==> src/rtl/id_ex_stage_reg.sv <==
// id_ex_stage_reg
//
// Pipeline register between the decode and execute stages. It carries one
// instruction's payload and supports hold (stall), bubble insertion (flush),
// and an in-place Tnew countdown while a valid instruction is held. Two
// saturating counters report stalled and flushed cycles.
//
// Ports
//   clk, reset          : rising-edge clock, synchronous active-high reset
//   stall_i, flush_i    : hold current contents / load a bubble (flush wins)
//   in_valid            : upstream slot holds a real instruction
//   in_pc .. in_imm     : DATA_W payload words
//   in_rs, in_rt, in_rd : register indices
//   in_tnew             : cycles until result is produced, counted at decode
//   out_*               : registered copies of the above, out_tnew after decrement
//   stall_cnt           : saturating count of stall cycles (flush not counted)
//   bubble_cnt          : saturating count of flush cycles
module id_ex_stage_reg #(
    parameter int unsigned DATA_W           = 32,
    parameter int unsigned REG_W            = 5,
    parameter int unsigned TNEW_W           = 2,
    parameter int unsigned TNEW_DEC         = 1,
    parameter int unsigned DEC_ON_HOLD      = 1,
    parameter int unsigned KEEP_PC_ON_FLUSH = 1,
    parameter int unsigned CNT_W            = 16
) (
    input  logic              clk,
    input  logic              reset,
    input  logic              stall_i,
    input  logic              flush_i,
    input  logic              in_valid,
    input  logic [DATA_W-1:0] in_pc,
    input  logic [DATA_W-1:0] in_instr,
    input  logic [DATA_W-1:0] in_rs_val,
    input  logic [DATA_W-1:0] in_rt_val,
    input  logic [DATA_W-1:0] in_imm,
    input  logic [REG_W-1:0]  in_rs,
    input  logic [REG_W-1:0]  in_rt,
    input  logic [REG_W-1:0]  in_rd,
    input  logic [TNEW_W-1:0] in_tnew,
    output logic              out_valid,
    output logic [DATA_W-1:0] out_pc,
    output logic [DATA_W-1:0] out_instr,
    output logic [DATA_W-1:0] out_rs_val,
    output logic [DATA_W-1:0] out_rt_val,
    output logic [DATA_W-1:0] out_imm,
    output logic [REG_W-1:0]  out_rs,
    output logic [REG_W-1:0]  out_rt,
    output logic [REG_W-1:0]  out_rd,
    output logic [TNEW_W-1:0] out_tnew,
    output logic [CNT_W-1:0]  stall_cnt,
    output logic [CNT_W-1:0]  bubble_cnt
);

    logic              valid_q, valid_d;
    logic [DATA_W-1:0] pc_q, pc_d;
    logic [DATA_W-1:0] instr_q, instr_d;
    logic [DATA_W-1:0] rs_val_q, rs_val_d;
    logic [DATA_W-1:0] rt_val_q, rt_val_d;
    logic [DATA_W-1:0] imm_q, imm_d;
    logic [REG_W-1:0]  rs_q, rs_d;
    logic [REG_W-1:0]  rt_q, rt_d;
    logic [REG_W-1:0]  rd_q, rd_d;
    logic [TNEW_W-1:0] tnew_q, tnew_d;
    logic [CNT_W-1:0]  stall_cnt_q, stall_cnt_d;
    logic [CNT_W-1:0]  bubble_cnt_q, bubble_cnt_d;

    logic              go_bubble;
    logic [31:0]       in_tnew_ext;
    logic [TNEW_W-1:0] load_tnew;

    // Saturating subtract of TNEW_DEC; done in 32 bits so TNEW_DEC may exceed the field.
    assign in_tnew_ext = 32'(in_tnew);
    assign load_tnew   = (in_tnew_ext >= TNEW_DEC) ? TNEW_W'(in_tnew_ext - TNEW_DEC) : '0;

    always_comb begin
        valid_d      = valid_q;
        pc_d         = pc_q;
        instr_d      = instr_q;
        rs_val_d     = rs_val_q;
        rt_val_d     = rt_val_q;
        imm_d        = imm_q;
        rs_d         = rs_q;
        rt_d         = rt_q;
        rd_d         = rd_q;
        tnew_d       = tnew_q;
        stall_cnt_d  = stall_cnt_q;
        bubble_cnt_d = bubble_cnt_q;
        go_bubble    = 1'b0;

        if (flush_i) begin
            go_bubble = 1'b1;
            if (bubble_cnt_q != '1) bubble_cnt_d = bubble_cnt_q + CNT_W'(1);
        end else if (stall_i) begin
            if (DEC_ON_HOLD != 0 && valid_q && tnew_q != '0) tnew_d = tnew_q - TNEW_W'(1);
            if (stall_cnt_q != '1) stall_cnt_d = stall_cnt_q + CNT_W'(1);
        end else if (in_valid) begin
            valid_d  = 1'b1;
            pc_d     = in_pc;
            instr_d  = in_instr;
            rs_val_d = in_rs_val;
            rt_val_d = in_rt_val;
            imm_d    = in_imm;
            rs_d     = in_rs;
            rt_d     = in_rt;
            rd_d     = in_rd;
            tnew_d   = load_tnew;
        end else begin
            // Invalid upstream slot: bubble, but not counted as a flush.
            go_bubble = 1'b1;
        end

        if (go_bubble) begin
            valid_d  = 1'b0;
            pc_d     = (KEEP_PC_ON_FLUSH != 0) ? in_pc : '0;
            instr_d  = '0;
            rs_val_d = '0;
            rt_val_d = '0;
            imm_d    = '0;
            rs_d     = '0;
            rt_d     = '0;
            rd_d     = '0;
            tnew_d   = '0;
        end
    end

    always_ff @(posedge clk) begin
        if (reset) begin
            valid_q      <= 1'b0;
            pc_q         <= '0;
            instr_q      <= '0;
            rs_val_q     <= '0;
            rt_val_q     <= '0;
            imm_q        <= '0;
            rs_q         <= '0;
            rt_q         <= '0;
            rd_q         <= '0;
            tnew_q       <= '0;
            stall_cnt_q  <= '0;
            bubble_cnt_q <= '0;
        end else begin
            valid_q      <= valid_d;
            pc_q         <= pc_d;
            instr_q      <= instr_d;
            rs_val_q     <= rs_val_d;
            rt_val_q     <= rt_val_d;
            imm_q        <= imm_d;
            rs_q         <= rs_d;
            rt_q         <= rt_d;
            rd_q         <= rd_d;
            tnew_q       <= tnew_d;
            stall_cnt_q  <= stall_cnt_d;
            bubble_cnt_q <= bubble_cnt_d;
        end
    end

    assign out_valid  = valid_q;
    assign out_pc     = pc_q;
    assign out_instr  = instr_q;
    assign out_rs_val = rs_val_q;
    assign out_rt_val = rt_val_q;
    assign out_imm    = imm_q;
    assign out_rs     = rs_q;
    assign out_rt     = rt_q;
    assign out_rd     = rd_q;
    assign out_tnew   = tnew_q;
    assign stall_cnt  = stall_cnt_q;
    assign bubble_cnt = bubble_cnt_q;

endmodule

==> config.mk <==
export PLATFORM = sky130hd
export DESIGN_NAME = id_ex_stage_reg
export DESIGN_NICKNAME = d
export VERILOG_FILES = /design/src/rtl/id_ex_stage_reg.sv
export SDC_FILE = /design/constraint.sdc
export NUM_CORES = 1
export LEC_CHECK = 0
export CAP_MARGIN = 5
export CORE_AREA = 3 3 153 155
export DETAILED_ROUTE_END_ITERATION = 16
export DIE_AREA = 0 0 156 158
export GPL_TIMING_DRIVEN = 0
export PLACE_DENSITY = 0.76
export SETUP_SLACK_MARGIN = 0.5
export SLEW_MARGIN = 30
export SYNTH_ARGS = -nofsm -noshare
export SYNTH_HDL_FRONTEND = slang
export SYNTH_SLANG_ARGS = --single-unit
==> constraint.sdc <==
create_clock -name clk -period 2.45 [get_ports clk]
set_clock_uncertainty 0.05 [all_clocks]
set_input_delay 0.49 -clock clk [delete_from_list [all_inputs] [get_ports clk]]
set_output_delay 0.49 -clock clk [all_outputs]
set_load 0.005 [all_outputs]
# == Yosys cells after proc, flatten, opt, wreduce, memory -nomap -nowiden ==
# Cells that the tools add are included.
# totals
mem_count,0
register_bits,210
romBits,0
latchBits,0
wordCells,45
ram_bits,0
inputBits,182
# op_classes
n_eq_ne,5
div,0
reduce_logical,10
mul,0
magnitude_cmp,1
mux,11
n_shift,0
bitwise,2
addsub,4
# ops
op,count
32-bit two-way mux,4
"16-bit by 1-bit adder with 16-bit output, second input constant",2
"16-bit != test, second input constant",2
3-bit AND reduction,4
2-bit two-way mux,4
"2-bit by 1-bit != test with 1-bit output, second input constant",3
2-bit nonzero test,3
"2-bit by 1-bit subtractor with 2-bit output, second input constant",2
1-bit two-way mux,3
"2-bit by 1-bit >= comparator with 1-bit output, second input constant",1
1-bit inverter,2
2-bit AND reduction,1
2-bit OR reduction,1
1-bit logical AND,1

# == Logic depth before layout (Yosys ltp) ==
# Gate-level depths: netlist of the first run.
# depth
ltp_word,5
ltp_mapped,7

# == Worst setup path before layout of the first run ==
# Ideal clock, no wire load.
# synth_path
kind,input to register
start,input flush_i
end,"register bubble_cnt_q[13], in the netlist bubble_cnt[13]"
setup_ns,0.121
arrival_ns,1.655
path_stages,5
path_slack_ns,0.624
t_required_ns,2.279
path_cell_list,buf_2 -> nand3_1 -> or2_1 -> nor4b_1 -> mux2_2
# synth_between
elab_chain_len,1
# synth_lines
element,line_no,text
"start, declared",30,"input logic flush_i,"
2-bit AND reduction (no line),--,
"end signal, assigned",153,bubble_cnt_q <= bubble_cnt_d;
"end, declared",66,"logic [CNT_W-1:0] bubble_cnt_q, bubble_cnt_d;"
# No other way between the ends.
# A chain may end at the register's enable or synchronous reset.

# == Final worst setup path of the first run ==
# layout_path
start,"register instr_q[13], in the netlist out_instr[13]"
end,output out_instr[13]
# layout_lines
element,line_no,text
"start, declared",57,"logic [DATA_W-1:0] instr_q, instr_d;"
"start signal, assigned",144,instr_q <= instr_d;
"end, declared",43,"output logic [DATA_W-1:0] out_instr,"
# No word-level cell between the ends.

==> results of run 1 <==
worst max-delay path by stage:
stage | end | slack (ns) | depth (start not counted)
after global placement | out_valid | -0.40 | 7
after floorplan | bubble_cnt[13] | 0.62 | 5
after CTS | out_rs[4] | 0.50 | 1
final | out_instr[13] | 0.54 | 1
after global routing | bubble_cnt[7] | 0.47 | 6
after detailed placement | out_imm[11] | -0.40 | 7
timing repair:
item,in CTS,in global routing
resized for setup,105,86
pin swaps,0,1
setup endpoints to repair,226,132
buffers inserted,6,3
final cells by class:
type	instances	area, um2	area share (%)
flip-flops and latches	210	4280	32.4
inverters	6	22.5	0.170
repair buffers	398	4080	30.8
plain buffers	67	318	2.40
clock buffers	30	674	5.10
well taps	280	350	2.65
clock inverters	14	155	1.17
multi-input cells	695	3350	25.3
layer usage:
layer / wire (um) / vias up / track usage, %
met2: 14400 / 357 / 39.6
met5: 0 / - / 0
met3: 2800 / 53 / 6.78
li1: - / 4120 / -
met4: 737 / 0 / 6.31
met1: 10700 / 3814 / 24.6
flip-flops by register name, summed over array words and instances (netlist names):
register	cells
out_pc	32
out_rd	5
out_rs	5
out_tnew	2
bubble_cnt	16
out_valid	1
out_instr	32
out_rs_val	32
out_rt	5
out_rt_val	32
out_imm	32
stall_cnt	16
synth_stat cells, drive strengths merged:
cell	count	area, um2
or4b	1	10.0
nor2b	7	43.8
dfxtp	210	4200
o31ai	8	60.1
nor4b	1	8.76
nor2	17	63.8
nand2	365	1370
mux2i	3	30.0
or4	9	68.8
nor3	5	30.0
buf	29	133
nand3	11	67.6
a211oi	1	7.51
nand4	7	80.1
inv	6	22.5
o21bai	1	7.51
or3b	1	8.76
a31oi	5	31.3
nor3b	1	7.51
and2	5	31.3
or3	6	38.8
a2111oi	1	8.76
o2111ai	1	8.76
a21oi	198	991
ha	3	37.5
o21ai	7	35.0
or2	2	12.5
nand2b	4	25.0
and4	5	46.3
o41ai	4	53.8
and4b	1	10.0
and3	4	25.0
nor4	2	12.5
xor2	3	26.3
mux2	6	67.6
clkbuf	38	143
cell families (layout without fill, tap and decap cells):
group	count (synthesis)	count (layout)	synth area share [%]
fa+ha+maj	3	3	0.480
xor+xnor	3	3	0.336
simple gates	454	454	25.0
mux	9	9	1.25
buf+inv	73	515	3.80
compound gates	226	226	15.4
flops	210	210	53.7
power by group through the flow:
stage	Sequential (mW)	Combinational (mW)	Clock, mW
2_1_floorplan	3.60	0.218	0
3_3_place_gp	3.59	0.730	0
3_5_place_dp	3.59	0.734	0
4_1_cts	3.51	0.746	3.81
5_1_grt	3.51	0.802	3.97
6_report	3.50	0.740	3.73
==> results by group, run 1 <==
Synthesis
  – Yosys warning count: 0
  – Sequential cell area fraction in the yosys report: 53.7%
  – Flop and latch count out of synthesis: 210
  – Synthesized netlist net count: 1163
  – Post-synthesis instance area: 7830 um2
  – Synth unique cells: 47
  – Average cell area after synthesis: 8.00 um2
  – Synthesized instance count: 978

Hold path
  – End point of the most critical hold path: out_tnew[0]
  – Source of the worst hold timing path: stall_i
  – HP Class: in -> reg
  – Depth of the worst hold-timing path: 3

Floorplanning
  – Vert. Die Dim: 158 um
  – Horiz. Die Dim: 156 um
  – IO Pins: 392
  – Number of placement rows: 54
  – Core footprint: 22000 um2
  – Effective utilization at floorplan: 35.6%
  – Full die area: 24600 um2

Critical path
  – Biggest fanout along the worst timing path: 2
  – Sort of element at the start of the critical path: flip-flop
  – Worst EP required: 1.91 ns
  – Slack of the worst reg-to-reg path: 0.55 ns
  – CP max stage delay: 0.54 ns
  – Start-to-end type of the worst setup path: reg -> out
  – Reg-to-reg critical path endpoint: bubble_cnt[5]
  – Length in cells of the worst reg-to-reg path: 6
  – Largest delay contributor family on the critical path: buffers and inverters
  – List of cells traversed by the critical path: clkdlybuf4s50_1
  – Startpoint of the most critical register-to-register path: bubble_cnt[0]
  – Critical Path End Type: output port
  – Arrival time of data at the critical path endpoint: 1.37 ns
  – Count of buffering cells on the critical path with inverters included: 1
  – Slowest CP cell: sky130_fd_sc_hd__clkdlybuf4s50_1
  – Worst Setup SP: out_instr[13]

STA
  – Number of endpoints with negative hold slack in the final report: 0
  – Minimum clock period: 1.91 ns
  – Final worst hold slack: 0.387 ns
  – Final TNS setup: 0 ns
  – Slew Viols, Final: 0
  – Number of setup violations in the final report: 0
  – Maximum frequency from static timing analysis: 0.523 GHz
  – Slack of the critical path: 0.539 ns
  – Final Cycle Share: 78.0%
  – Relative slew slack: 54.9%
  – Worst-margin pin slew: 0.667 ns
  – Setup repair after global routing missed its margin: yes

Drt
  – Residual DRC count: 0
  – Detailed router's first-iteration violation count: 526
  – Detail-routed via count per cell: 4.91
  – Via count: 8344
  – Wire length per cell: 16.8 um
  – Detailed-route wire length: 28600 um
  – Number of antenna-violating nets in the routed design: 0
  – Iteration count of the initial detailed-routing pass: 5

Finish
  – Top library cells by usage in the layout, fill and taps aside: 364 x sky130_fd_sc_hd__nand2_1, 294 x sky130_fd_sc_hd__clkdlybuf4s50_1, 195 x sky130_fd_sc_hd__a21oi_1
  – Total of fill cells in the finished design: 1883
  – Share of the core filled with cells in the final layout: 60.3%
  – Commonest non-fill, non-tap cell in the layout: sky130_fd_sc_hd__nand2_1
  – Share of layout cells above drive strength 1: 10.8%
  – Number of antenna cells inserted: 0
  – Post-layout nets: 1587
  – Final Non-Filler Cells: 1700
  – Area added between synthesis and finish: 69.1%
  – Area of all placed cells without fillers: 13200 um2

Global route
  – Vias in the first global route: 8159
  – Initial antenna violation count: 0
  – Maximum number of pins on one net before global-route repair: 14
  – Total track usage: 21.8%
  – Global-route wire length before repair: 43500 um
  – Sum of overflow across all layers after global routing: 0

Clocking
  – Number of sinks on the clock net: 210
  – CTS buffer count: 24
  – Clock network latency to the later pin of the worst-skew pair: 0.51 ns
  – Deepest level of the CTS H-tree: 1
  – CTS tree: yes
  – Buffer cell driving the clock tree root: sky130_fd_sc_hd__clkbuf_16
  – Clock edge transition at the registers on the reported setup and hold paths: 0.06 ns
  – Largest buffer count on any clock path: 3
  – Number of buffers inserted by hold repair at cts: 0

Placed design
  – Placement Cell Area: 12100 um2
  – Dpl cells: 1647
  – Post-DP HPWL: 21400 um
  – Pre-CTS worst setup slack: -0.405 ns
  – Final estimated routing congestion in global placement: 0.853
  – # port buffers: 389

Power and ir drop
  – Power Density: 603 nW/um2
  – Sequential power share: 44.0%
  – Worst IR Drop VDD: 0.553 mV
  – Share of total power in the clock network: 46.8%
  – Share of total power consumed by net switching: 22.6%
  – Combinational cell fraction of total power: 9.3%
  – Power after layout: 7.97 mW
  – Net Sw Power: 1.80 mW
  – Cell internal pwr: 6.17 mW
  – Static leakage: 5.79 nW

Status
  – Result of the run: complete, no violations

Flow run
  – Max Cap Violations: 0
(Power assumes the default switching activity.)
==> run 2, diff against run 1 <==
--- a/config.mk
+++ b/config.mk
@@ -6,11 +6,11 @@
 export NUM_CORES = 1
 export LEC_CHECK = 0
 export CAP_MARGIN = 5
-export CORE_AREA = 3 3 153 155
+export CORE_MARGIN = 3
+export CORE_UTILIZATION = 36
 export DETAILED_ROUTE_END_ITERATION = 16
-export DIE_AREA = 0 0 156 158
 export GPL_TIMING_DRIVEN = 0
-export PLACE_DENSITY = 0.76
+export PLACE_DENSITY = 0.81
 export SETUP_SLACK_MARGIN = 0.5
 export SLEW_MARGIN = 30
 export SYNTH_ARGS = -nofsm -noshare
==> constraint.sdc (replaced) <==
create_clock -name clk -period 1.6 [get_ports clk]
set_clock_uncertainty 0.05 [all_clocks]
set_input_delay 0.32 -clock clk [delete_from_list [all_inputs] [get_ports clk]]
set_output_delay 0.32 -clock clk [all_outputs]
set_load 0.005 [all_outputs]
==> run 2 against run 1 <==
Core utilization up 9.0 points. Critical path type is now reg -> reg. The flow now finishes with violations (setup timing). Via count up 9.0%. Highest routed layer unchanged. Sequential share of layout area down 1.4 points. Total power up 50%. Hold slack worse by 0.28 ns. Register-to-register slack worse by 0.69 ns. Clock power up 42%. Non-clock buffer count up 88. Largest power group is now registers. Count of clock-buffer cells in the layout unchanged. Global-route usage up 2.2 points. Final cell count up 4.6%.
==> results by group, run 2 (same netlist as run 1, synthesis figures left out) <==
Status
  – Result of the run: finished, violations left (was complete, no violations)
  – Failing checks: setup timing

Critical path
  – Worst EP required: 1.96 ns (was 1.91 ns)
  – Sort of element at the start of the critical path: flip-flop (unchanged)
  – Start-to-end type of the worst setup path: reg -> reg (was reg -> out)
  – Arrival time of data at the critical path endpoint: 2.10 ns (was 1.37 ns)
  – Worst Setup SP: bubble_cnt[11] (was out_instr[13])
  – Critical Path End Type: flip-flop (was output port)
  – Startpoint of the most critical register-to-register path: bubble_cnt[11] (was bubble_cnt[0])
  – Biggest fanout along the worst timing path: 6 (was 2)

Drt
  – Iteration count of the initial detailed-routing pass: 5 (unchanged)
  – Detailed-route wire length: 33000 um (was 28600 um)
  – Wire length per cell: 18.6 um (was 16.8 um)
  – Detailed router's first-iteration violation count: 512 (was 526)
  – Residual DRC count: 0 (unchanged)
  – Number of antenna-violating nets in the routed design: 0 (unchanged)
  – Via count: 9095 (was 8344)
  – Detail-routed via count per cell: 5.11 (was 4.91)

Clocking
  – Number of sinks on the clock net: 210 (unchanged)
  – CTS tree: yes (unchanged)
  – Deepest level of the CTS H-tree: 1 (unchanged)
  – CTS buffer count: 23 (was 24)
  – Largest buffer count on any clock path: 3 (unchanged)
  – Number of buffers inserted by hold repair at cts: 0 (unchanged)
  – Clock edge transition at the registers on the reported setup and hold paths: 0.06 ns (about the same)
  – Buffer cell driving the clock tree root: sky130_fd_sc_hd__clkbuf_16 (unchanged)
  – Clock network latency to the later pin of the worst-skew pair: 0.51 ns (about the same)

Floorplanning
  – Number of placement rows: 53 (was 54)
  – IO Pins: 392 (unchanged)
  – Full die area: 23500 um2 (was 24600 um2)
  – Vert. Die Dim: 153 um (was 158 um)
  – Horiz. Die Dim: 153 um (was 156 um)
  – Core footprint: 21200 um2 (was 22000 um2)
  – Effective utilization at floorplan: 36.9% (was 35.6%)

Finish
  – Share of layout cells above drive strength 1: 47.5% (was 10.8%)
  – Top library cells by usage in the layout, fill and taps aside: 359 x sky130_fd_sc_hd__nand2_1, 179 x sky130_fd_sc_hd__dfxtp_2, 177 x sky130_fd_sc_hd__clkdlybuf4s50_1 (was 364 x sky130_fd_sc_hd__nand2_1, 294 x sky130_fd_sc_hd__clkdlybuf4s50_1, 195 x sky130_fd_sc_hd__a21oi_1)
  – Commonest non-fill, non-tap cell in the layout: sky130_fd_sc_hd__nand2_1 (unchanged)
  – Area of all placed cells without fillers: 14700 um2 (was 13200 um2)
  – Storage cell area: 4540 um2 (was 4280 um2)
  – Area added between synthesis and finish: 87.8% (was 69.1%)
  – Number of antenna cells inserted: 0 (unchanged)
  – Total of fill cells in the finished design: 1528 (was 1883)
  – Multi-input gate area in the final layout: 3860 um2 (was 3350 um2)
  – Share of the core filled with cells in the final layout: 69.3% (was 60.3%)
  – Post-layout nets: 1674 (was 1587)

Placed design
  – Pre-CTS worst setup slack: -0.640 ns (was -0.405 ns)
  – Final estimated routing congestion in global placement: 0.868 (was 0.853)
  – # port buffers: 389 (unchanged)
  – Post-DP HPWL: 21500 um (was 21400 um)
  – Placement Cell Area: 12600 um2 (was 12100 um2)

STA
  – Maximum frequency from static timing analysis: 0.575 GHz
  – Slack of the critical path: -0.139 ns (was 0.539 ns)
  – Setup repair after global routing missed its margin: yes (unchanged)
  – Relative slew slack: 40.8% (was 54.9%)
  – Minimum clock period: 1.74 ns
  – Number of endpoints with negative hold slack in the final report: 0 (unchanged)
  – Final worst hold slack: 0.108 ns (was 0.387 ns)
  – Final Cycle Share: 109%
  – Slew Viols, Final: 0 (unchanged)
  – Number of setup violations in the final report: 19 (was 0)
  – Worst-margin pin slew: 0.888 ns (was 0.667 ns)

Global route
  – Vias in the first global route: 8731 (was 8159)
  – Global-route wire length before repair: 46600 um (was 43500 um)
  – Total track usage: 24.0% (was 21.8%)
  – Initial antenna violation count: 0 (unchanged)
  – Sum of overflow across all layers after global routing: 0 (unchanged)
  – Maximum number of pins on one net before global-route repair: 14 (unchanged)

Power and ir drop
  – Power Density: 814 nW/um2 (was 603 nW/um2)
  – Worst IR Drop VDD: 0.757 mV (was 0.553 mV)
  – Static leakage: 5.85 nW (was 5.79 nW)

Hold path
  – HP Class: in -> reg (unchanged)
  – Source of the worst hold timing path: reset (was stall_i)

Flow run
  – Max Cap Violations: 0 (unchanged)
[run 2: changes by cell type in the layout (fill, tap and decap cells not counted), sizes merged]
cell           delta
clkdlybuf4s50   -117
buf             +259
bufinv            -1
clkdlybuf4s15     +1
dlymetal6s2s     -56
dlygate4sd2      -39
clkinv            -3
clkbuf           +40
[run 2: cell type report]
cell class / instances / area share [%]
plain buffers: 67 / 4.32
well taps: 275 / 2.34
clock inverters: 10 / 0.732
clock buffers: 30 / 4.30
repair buffers: 486 / 30.9
multi-input cells: 695 / 26.3
flip-flops and latches: 210 / 30.9
inverters: 6 / 0.187
[run 2: stage by stage]
stage | setup TNS (ns) | power (mW) | cells
5_1_grt | -2.61 | 12.4 | 1779
4_1_cts | -0.346 | 11.9 | 1734
3_5_place_dp | -79.38 | 6.70 | 1642
3_3_place_gp | -73.99 | 6.69 | 1642
6_report | -1.59 | 12.0 | 1779
2_1_floorplan | -0.120 | 5.92 | 978
[run 2: worst paths after layout]
path / to / slack (ns) / cells past startpoint
setup reg to reg: bubble_cnt[6] / -0.14 / 7
setup / recovery: bubble_cnt[6] / -0.14 / 7
hold / removal: stall_cnt[5] / 0.11 / 3
hold reg to reg: out_rs_val[8] / 0.40 / 2
[run 2: worst max-delay path: stages (launching register included)]
cell and delay [ns]:
sky130_fd_sc_hd__dfxtp_4 0.38, sky130_fd_sc_hd__nand4_4 0.17, sky130_fd_sc_hd__o41ai_4 0.42, sky130_fd_sc_hd__buf_4 0.21, sky130_fd_sc_hd__buf_4 0.11, sky130_fd_sc_hd__buf_6 0.10
sky130_fd_sc_hd__nor4_2 0.04, sky130_fd_sc_hd__nor3_1 0.15
[run 2: layer usage]
layer	wire [um]	GRT usage (%)	up-vias
met5	0	0	-
met4	1540	8.37	0
met3	2560	5.32	108
met2	16900	43.4	431
met1	12000	28.1	4283
li1	-	-	4273
[run 2: timing repair]
action / in CTS / in global routing
buffers inserted: 52 / 44
setup endpoints to repair: 420 / 311
pin swaps: 28 / 30
gates resized for setup: 929 / 351
cloned: 0 / 1
[run 2: report_power, final]
part           switching (mW)  total [mW]  leakage (nW)  internal (mW)
Combinational           0.525        1.29          3.67          0.766
Clock                    2.20        5.30         0.370           3.10
Sequential             0.0698        5.37          1.81           5.30
